`src/rtl/mem_arb_pkg.sv`:
```
// -----------------------------------------------------------------------------
// mem_arb_pkg
// Shared types and widths for the memory port arbiter.
//   port_e        : identifies the fetch (PORT_IF) or load/store (PORT_LS) port
//   port_state_e  : per-port response FSM state
//   STARVE_W      : width of the fetch starvation counter
//   DATA_W        : memory data width (from `MEM_DATA_WIDTH, default 32)
// No ports (package).
// -----------------------------------------------------------------------------
`ifndef MEM_DATA_WIDTH
`define MEM_DATA_WIDTH 32
`endif
`ifndef MEM_ADDR_WIDTH
`define MEM_ADDR_WIDTH 16
`endif

package mem_arb_pkg;
   typedef enum logic {
      PORT_IF = 1'b0,
      PORT_LS = 1'b1
   } port_e;

   typedef enum logic [1:0] {
      P_IDLE     = 2'd0,
      P_INFLIGHT = 2'd1,
      P_HELD     = 2'd2
   } port_state_e;

   localparam int STARVE_W = 4;
   localparam int DATA_W   = `MEM_DATA_WIDTH;
endpackage

```
`src/rtl/mem_rsp_hold.sv`:
```
// -----------------------------------------------------------------------------
// mem_rsp_hold
// One-entry response buffer plus the per-port access FSM.
//   clk, reset  : clock, synchronous active-low reset
//   grant       : this port issues an access to memory this cycle
//   rsp_ready   : consumer accepts the response this cycle
//   mem_rdata   : memory read data (valid the cycle after the access)
//   rsp_valid   : response available for this port
//   rsp_data    : response word (live memory data or held copy)
//   busy        : port has an outstanding access (in flight or held)
// -----------------------------------------------------------------------------
module mem_rsp_hold
   import mem_arb_pkg::*;
(
   input  logic              clk,
   input  logic              reset,
   input  logic              grant,
   input  logic              rsp_ready,
   input  logic [DATA_W-1:0] mem_rdata,
   output logic              rsp_valid,
   output logic [DATA_W-1:0] rsp_data,
   output logic              busy
);
   port_state_e       state;
   logic              vld_p1;
   logic [DATA_W-1:0] hold_p1;

   // Stage p1: access issued last cycle, response in flight or held
   always_ff @(posedge clk) begin
      if (!reset) begin
         state  <= P_IDLE;
         vld_p1 <= 1'b0;
      end else if (grant) begin
         state  <= P_INFLIGHT;
         vld_p1 <= 1'b1;
      end else begin
         case (state)
            P_INFLIGHT: begin
               state  <= rsp_ready ? P_IDLE : P_HELD;
               vld_p1 <= !rsp_ready;
            end
            P_HELD: begin
               if (rsp_ready) begin
                  state  <= P_IDLE;
                  vld_p1 <= 1'b0;
               end
            end
            default: begin
               state  <= P_IDLE;
               vld_p1 <= 1'b0;
            end
         endcase
      end
   end

   // Memory data is only valid for one cycle, so a refused response is parked here.
   always_ff @(posedge clk) begin
      if (state == P_INFLIGHT && !rsp_ready)
         hold_p1 <= mem_rdata;
   end

   // Masking with reset keeps a discarded in-flight access from being seen during reset.
   assign rsp_valid = vld_p1 & reset;
   assign rsp_data  = (state == P_HELD) ? hold_p1 : mem_rdata;
   assign busy      = vld_p1;
endmodule

```
`src/rtl/mem_port_arbiter.sv`:
```
// -----------------------------------------------------------------------------
// mem_port_arbiter
// Shares one single-port synchronous memory between instruction fetch
// (read-only) and load/store. At most one access per cycle; each response
// returns on its owner's port one cycle later, with a one-entry hold buffer
// per port so a stalled consumer never blocks the other port.
//   clk, reset                  : clock, synchronous active-low reset
//   if_req_*  / if_rsp_*        : fetch request / response handshake
//   ls_req_*  / ls_rsp_*        : load/store request / response handshake
//   mem_addr, mem_wdata, mem_rw : memory command (driven in the grant cycle)
//   mem_rdata                   : memory read data, one cycle after access
// Parameter STARVE_LIMIT: denied fetch cycles before fetch gets priority.
// Build option MEM_ARB_RR_EN: round-robin tie-break instead of load/store
// priority with starvation guard.
// -----------------------------------------------------------------------------
module mem_port_arbiter
   import mem_arb_pkg::*;
#(
   parameter int STARVE_LIMIT = 4
)(
   input  logic              clk,
   input  logic              reset,
   input  logic              if_req_valid,
   output logic              if_req_ready,
   input  logic [31:0]       if_req_addr,
   output logic              if_rsp_valid,
   input  logic              if_rsp_ready,
   output logic [DATA_W-1:0] if_rsp_data,
   input  logic              ls_req_valid,
   output logic              ls_req_ready,
   input  logic [31:0]       ls_req_addr,
   input  logic              ls_req_we,
   input  logic [DATA_W-1:0] ls_req_wdata,
   output logic              ls_rsp_valid,
   input  logic              ls_rsp_ready,
   output logic [DATA_W-1:0] ls_rsp_data,
   output logic [31:0]       mem_addr,
   output logic [DATA_W-1:0] mem_wdata,
   output logic              mem_rw,
   input  logic [31:0]       mem_rdata
);
   logic              if_busy, ls_busy;
   logic              if_elig, ls_elig;
   logic              if_grant, ls_grant;
   logic [31:0]       addr_p1;
   logic [DATA_W-1:0] wdata_p1;

`ifdef MEM_ARB_RR_EN
   port_e rr_last;
`else
   localparam logic [STARVE_W-1:0] LIMIT = STARVE_W'(STARVE_LIMIT);
   logic [STARVE_W-1:0] starve_cnt;

   function automatic logic [STARVE_W-1:0] sat_inc(input logic [STARVE_W-1:0] v);
      return (v >= LIMIT) ? LIMIT : v + 1'b1;
   endfunction
`endif

   // Stage p0: eligibility, grant and memory command in the same cycle
   // A port whose outstanding response is being accepted this cycle may issue again.
   assign if_elig = reset & if_req_valid & (!if_busy | if_rsp_ready);
   assign ls_elig = reset & ls_req_valid & (!ls_busy | ls_rsp_ready);

   always_comb begin
      if_grant = 1'b0;
      ls_grant = 1'b0;
      if (if_elig && ls_elig) begin
`ifdef MEM_ARB_RR_EN
         if (rr_last == PORT_LS) if_grant = 1'b1;
         else                    ls_grant = 1'b1;
`else
         if (starve_cnt == LIMIT) if_grant = 1'b1;
         else                     ls_grant = 1'b1;
`endif
      end else begin
         if_grant = if_elig;
         ls_grant = ls_elig;
      end
   end

   assign if_req_ready = if_grant;
   assign ls_req_ready = ls_grant;
   assign mem_rw       = ls_grant & ls_req_we;

   // Without a grant the command bus keeps its last value; reset forces zero,
   // which the p1 copy then inherits.
   always_comb begin
      mem_addr  = addr_p1;
      mem_wdata = wdata_p1;
      if (!reset) begin
         mem_addr  = '0;
         mem_wdata = '0;
      end else if (ls_grant) begin
         mem_addr  = ls_req_addr;
         mem_wdata = ls_req_wdata;
      end else if (if_grant) begin
         mem_addr  = if_req_addr;
      end
   end

   // Stage p1: last driven command, response tracking per port
   always_ff @(posedge clk) begin
      addr_p1  <= mem_addr;
      wdata_p1 <= mem_wdata;
   end

`ifdef MEM_ARB_RR_EN
   always_ff @(posedge clk) begin
      if (!reset)        rr_last <= PORT_IF;
      else if (if_grant) rr_last <= PORT_IF;
      else if (ls_grant) rr_last <= PORT_LS;
   end
`else
   always_ff @(posedge clk) begin
      if (!reset || !if_req_valid || if_grant) starve_cnt <= '0;
      else if (if_elig)                        starve_cnt <= sat_inc(starve_cnt);
   end
`endif

   mem_rsp_hold u_if_hold (
      .clk       (clk),
      .reset     (reset),
      .grant     (if_grant),
      .rsp_ready (if_rsp_ready),
      .mem_rdata (mem_rdata),
      .rsp_valid (if_rsp_valid),
      .rsp_data  (if_rsp_data),
      .busy      (if_busy)
   );

   mem_rsp_hold u_ls_hold (
      .clk       (clk),
      .reset     (reset),
      .grant     (ls_grant),
      .rsp_ready (ls_rsp_ready),
      .mem_rdata (mem_rdata),
      .rsp_valid (ls_rsp_valid),
      .rsp_data  (ls_rsp_data),
      .busy      (ls_busy)
   );
endmodule
```
`config.mk`:
```
export PLATFORM = sky130hd
export DESIGN_NAME = mem_port_arbiter
export DESIGN_NICKNAME = d
export VERILOG_FILES = /design/src/rtl/mem_arb_pkg.sv /design/src/rtl/mem_rsp_hold.sv /design/src/rtl/mem_port_arbiter.sv
export SDC_FILE = /design/constraint.sdc
export NUM_CORES = 1
export LEC_CHECK = 0
export BUFFER_PORTS_ARGS = -buffer_cell sky130_fd_sc_hd__buf_4
export CAP_MARGIN = 20
export CORE_UTILIZATION = 45
export CTS_CLUSTER_DIAMETER = 200
export CTS_CLUSTER_SIZE = 24
export DETAILED_ROUTE_END_ITERATION = 10
export MAX_ROUTING_LAYER = met4
export PLACE_DENSITY = 0.79
export SYNTH_ARGS = -nofsm -noshare
export SYNTH_HDL_FRONTEND = slang
export SYNTH_SLANG_ARGS = --single-unit
```
`constraint.sdc`:
```
create_clock -name clk -period 10.5 [get_ports clk]
set_input_delay 2.1 -clock clk [delete_from_list [all_inputs] [get_ports clk]]
set_output_delay 2.1 -clock clk [all_outputs]
set_load 0.02 [all_outputs]
```
==> flow_metrics.tcl <==
set metrics [dict create \
    final_layout_size_suffix_gt1_share_pct 51.20 \
    whs_ns 0.4680 \
    fillCellCount 931 \
    synth_top_family_by_area "multiplexers" \
    yosys-top-cells-area "edfxtp_1, dfxtp_1, mux2_2, a21oi_1, mux2i_1" \
    swShare_pct 24.31 \
    wl_per_cell_um 17.80 \
    cts.path.max_buffers 2 \
    layoutNonFillerInstCount 924 \
    pre_cts_ws_ns 3.758 \
    p_int_uw 1044 \
    die-area_sq_mm 0.01369 \
    htreeDepth 4 \
    grt_pass1_wl_um 24050 \
    p_leak_uw 0.003670 \
    hold_path_class "flip-flop to flip-flop" \
    power.total_uw 1379 \
    relSlewSlack_pct 32.20 \
    ir_worst_vdd_mv 0.1054 \
    hold_viol 0 \
    antennaDiodeCount 0 \
    r2r_slack_ns 7.93 \
    synth_xor_area_share_pct 0.2942 \
    yosysWarnings 0 \
    layout_min_cycle_time_ns 6.828 \
    synth_cell_type_count 41 \
    fin_skew_ns 0.006902 \
    grt_use_met1_pct 25.98 \
    timing.rr.start "starve_cnt[0]" \
    synth_nets 625 \
    synthesis.area_sq_mm 0.005953 \
    tightest_slew_ns 1.011 \
    synthArstFlopShare_pct 0 \
    wl_um 16440 \
    fin_tns_setup_ns 0 \
    clk_pin_slew_ns 0.05 \
    avgSynthCellArea_sq_um 12.20 \
    drc 0 \
    use_met3_pct 6.591 \
    endpoint "mem_addr[15]" \
    io_pins 268 \
    setup_ws_ns 3.672 \
    num_rows 41 \
    gp_congestion 0.8379 \
    drv_slew 0 \
    critical_path_class "input port to output pin" \
    antenna_found_initial 0 \
    vias 4952 \
    place_inst 890 \
    rsz0062_at_grt "no" \
    cp_max_fo 37 \
    cts_tree "built" \
    r2r_cells 7 \
    start_util_pct 46.61 \
    cp_data_required_time_ns 8.40 \
    post_cts_resized 0 \
    worstPathArrival_ns 4.73 \
    nets 876 \
    post-synth-top-area-cell "edfxtp_1" \
    yosysSeqAreaShare_pct 57.17 \
    die_h_um 117.0 \
    p_seq_share_pct 43.2 \
    ant_nets 0 \
    syn_inst 488 \
    post-route-period-util_pct 65.03 \
    startpoint "reset" \
    hpwl_um 11370 \
    grt.busiest_layer "met2" \
    ys.flop_type "dfxtp_1" \
    syn_to_final_growth_pct 43.72 \
    grt_max_degree 65 \
    grt_use_total_pct 24.44 \
    holdBufCountCts 0 \
    cts_buffers 17 \
    port_buffers 267 \
    synth-compound-area-share_pct 13.51 \
    synth_mux_area_share_pct 17.49 \
    root_buffer "clkbuf_16" \
    status "complete, no violations" \
    grt_pass1_vias 4833 \
    clk_latency_ns 0.42 \
    synthAdderAreaFrac_pct 0.4203 \
    clock_sinks 138 \
    p_per_area_mw_per_mm2 161.2 \
    core_area_sq_mm 0.01277 \
    power_frac_comb_pct 16.3 \
    first_iter_violations 310 \
    die_w_um 117.0 \
    fmax_mhz 146.5 \
    setup_viol 0 \
    yosys.area_share.simple_pct 5.780 \
    use_met2_pct 41.46 \
    postCtsSetupRepairBufs 0 \
    maxCapViolations 0 \
    ys_seq_elements 138 \
    grt-ovfl-total 0 \
    yosysTopAreaCellShare_pct 32.28 \
    dr.pass1.iters 5 \
    clkPwrFrac_pct 40.5 \
    worstSetupStartpointType "input port" \
    crit_path_end_kind "output pin" \
    power.net_switching_uw 335.3 \
    r2r_end "u_ls_hold.state[1]" \
    synth_edf_count 64 \
    viasPerCell 5.359 \
]
## worst max-delay path: stages
cell and delay (ns):
buf_4 0.34, and2_1 0.40, nand3_2 0.62, nand2_2 0.80, a21oi_1 0.20, buf_4 0.22
## cell families (layout without fill, tap and decap cells)
logic type / Yosys count / in the layout
XOR/XNOR: 2 / 2
AO/OA/AOI/OAI: 139 / 139
buffers and inverters: 51 / 315
adder cells (fa/ha/maj): 2 / 2
flip-flops: 138 / 138
AND/OR/NAND/NOR: 60 / 60
multiplexers: 96 / 96
## through the flow
step                      utilization, %  area [sq um]
after detailed placement           62.21          7946
after CTS                          66.67          8516
after global routing               66.98          8556
after global placement             62.21          7946
final                              66.98          8556
after floorplan                        -          5953
## layout by cell type, fill, tap and decap left out, types with 2 or more instances in the layout
cell        netlist  routed
o21ai_1          18      18
edfxtp_1         64      64
nor2b_2           1       3
clkinvlp_4        0       2
ha_1              2       2
clkbuf_8          0       5
clkbuf_1         18       2
clkinv_2          0       4
dfxtp_1          74      74
nand3_1          32      32
a21oi_1          70      70
buf_4             4     273
clkbuf_16         0      18
nor2_2            0       2
inv_2             2       2
xnor2_1           2       2
buf_12            3       2
nand2_1           3       3
and3_1            3       2
mux2_2           64      64
nand2b_1          2       2
o31ai_1          32      32
o21ai_0          15      15
mux2i_1          32      32
inv_1             5       5
and2_1            3       3
## registers in the layout (all words and copies together) (netlist names)
name / count
addr_p1: 32
starve_cnt: 4
u_if_hold.busy: 1
u_if_hold.hold_p1: 32
u_if_hold.state: 2
u_ls_hold.busy: 1
u_ls_hold.hold_p1: 32
u_ls_hold.state: 2
wdata_p1: 32
## synth_stat cells, types with 2 or more instances
cell,n
mux2i_1,32
o21ai_0,15
and2_1,3
nand3_1,32
nand2b_1,2
nand2_1,3
inv_1,5
dfxtp_1,74
edfxtp_1,64
xnor2_1,2
inv_2,2
and3_1,3
buf_6,7
buf_12,3
buf_4,4
o21ai_1,18
nor2_1,3
ha_1,2
o31ai_1,32
nor2b_1,3
a21oi_1,70
buf_2,8
buf_1,3
mux2_2,64
clkbuf_1,18
## per-layer routing
metal	share of wire (%)	vias to the layer above
met3	8.1	39
met1	39	2327
met5	0	-
met4	3.3	0
li1	-	2336
met2	49	250
## power groups by stage
stage	Sequential, uW	Clock [uW]	Combinational [uW]
finish	595	559	225
global route	597	593	241
CTS	595	568	225
detailed placement	606	0	224
global placement	605	0	219
floorplan	605	0	119
## final cells by class
| class | count | area, sq um | area share (%) |
|---|---|---|---|
| Clock buffer | 26 | 534.3 | 6.245 |
| Clock inverter | 6 | 35.03 | 0.4095 |
| Inverter | 8 | 30.03 | 0.3510 |
| Sequential cell | 138 | 3403 | 39.78 |
| Timing Repair Buffer | 275 | 2090 | 24.42 |
| Multi-Input combinational cell | 299 | 2248 | 26.28 |
| Tap cell | 172 | 215.2 | 2.515 |
## worst min-delay path by stage
stage                        startpoint             to  cells after the start  slack [ns]
final                     starve_cnt[2]  starve_cnt[2]                      2        0.47
after CTS                 starve_cnt[2]  starve_cnt[2]                      2        0.46
after global placement    starve_cnt[2]  starve_cnt[2]                      2        0.45
after detailed placement  starve_cnt[2]  starve_cnt[2]                      2        0.46
after floorplan           starve_cnt[2]  starve_cnt[2]                      2        0.44
after global routing      starve_cnt[2]  starve_cnt[2]                      2        0.50
(Power assumes the default switching activity.)
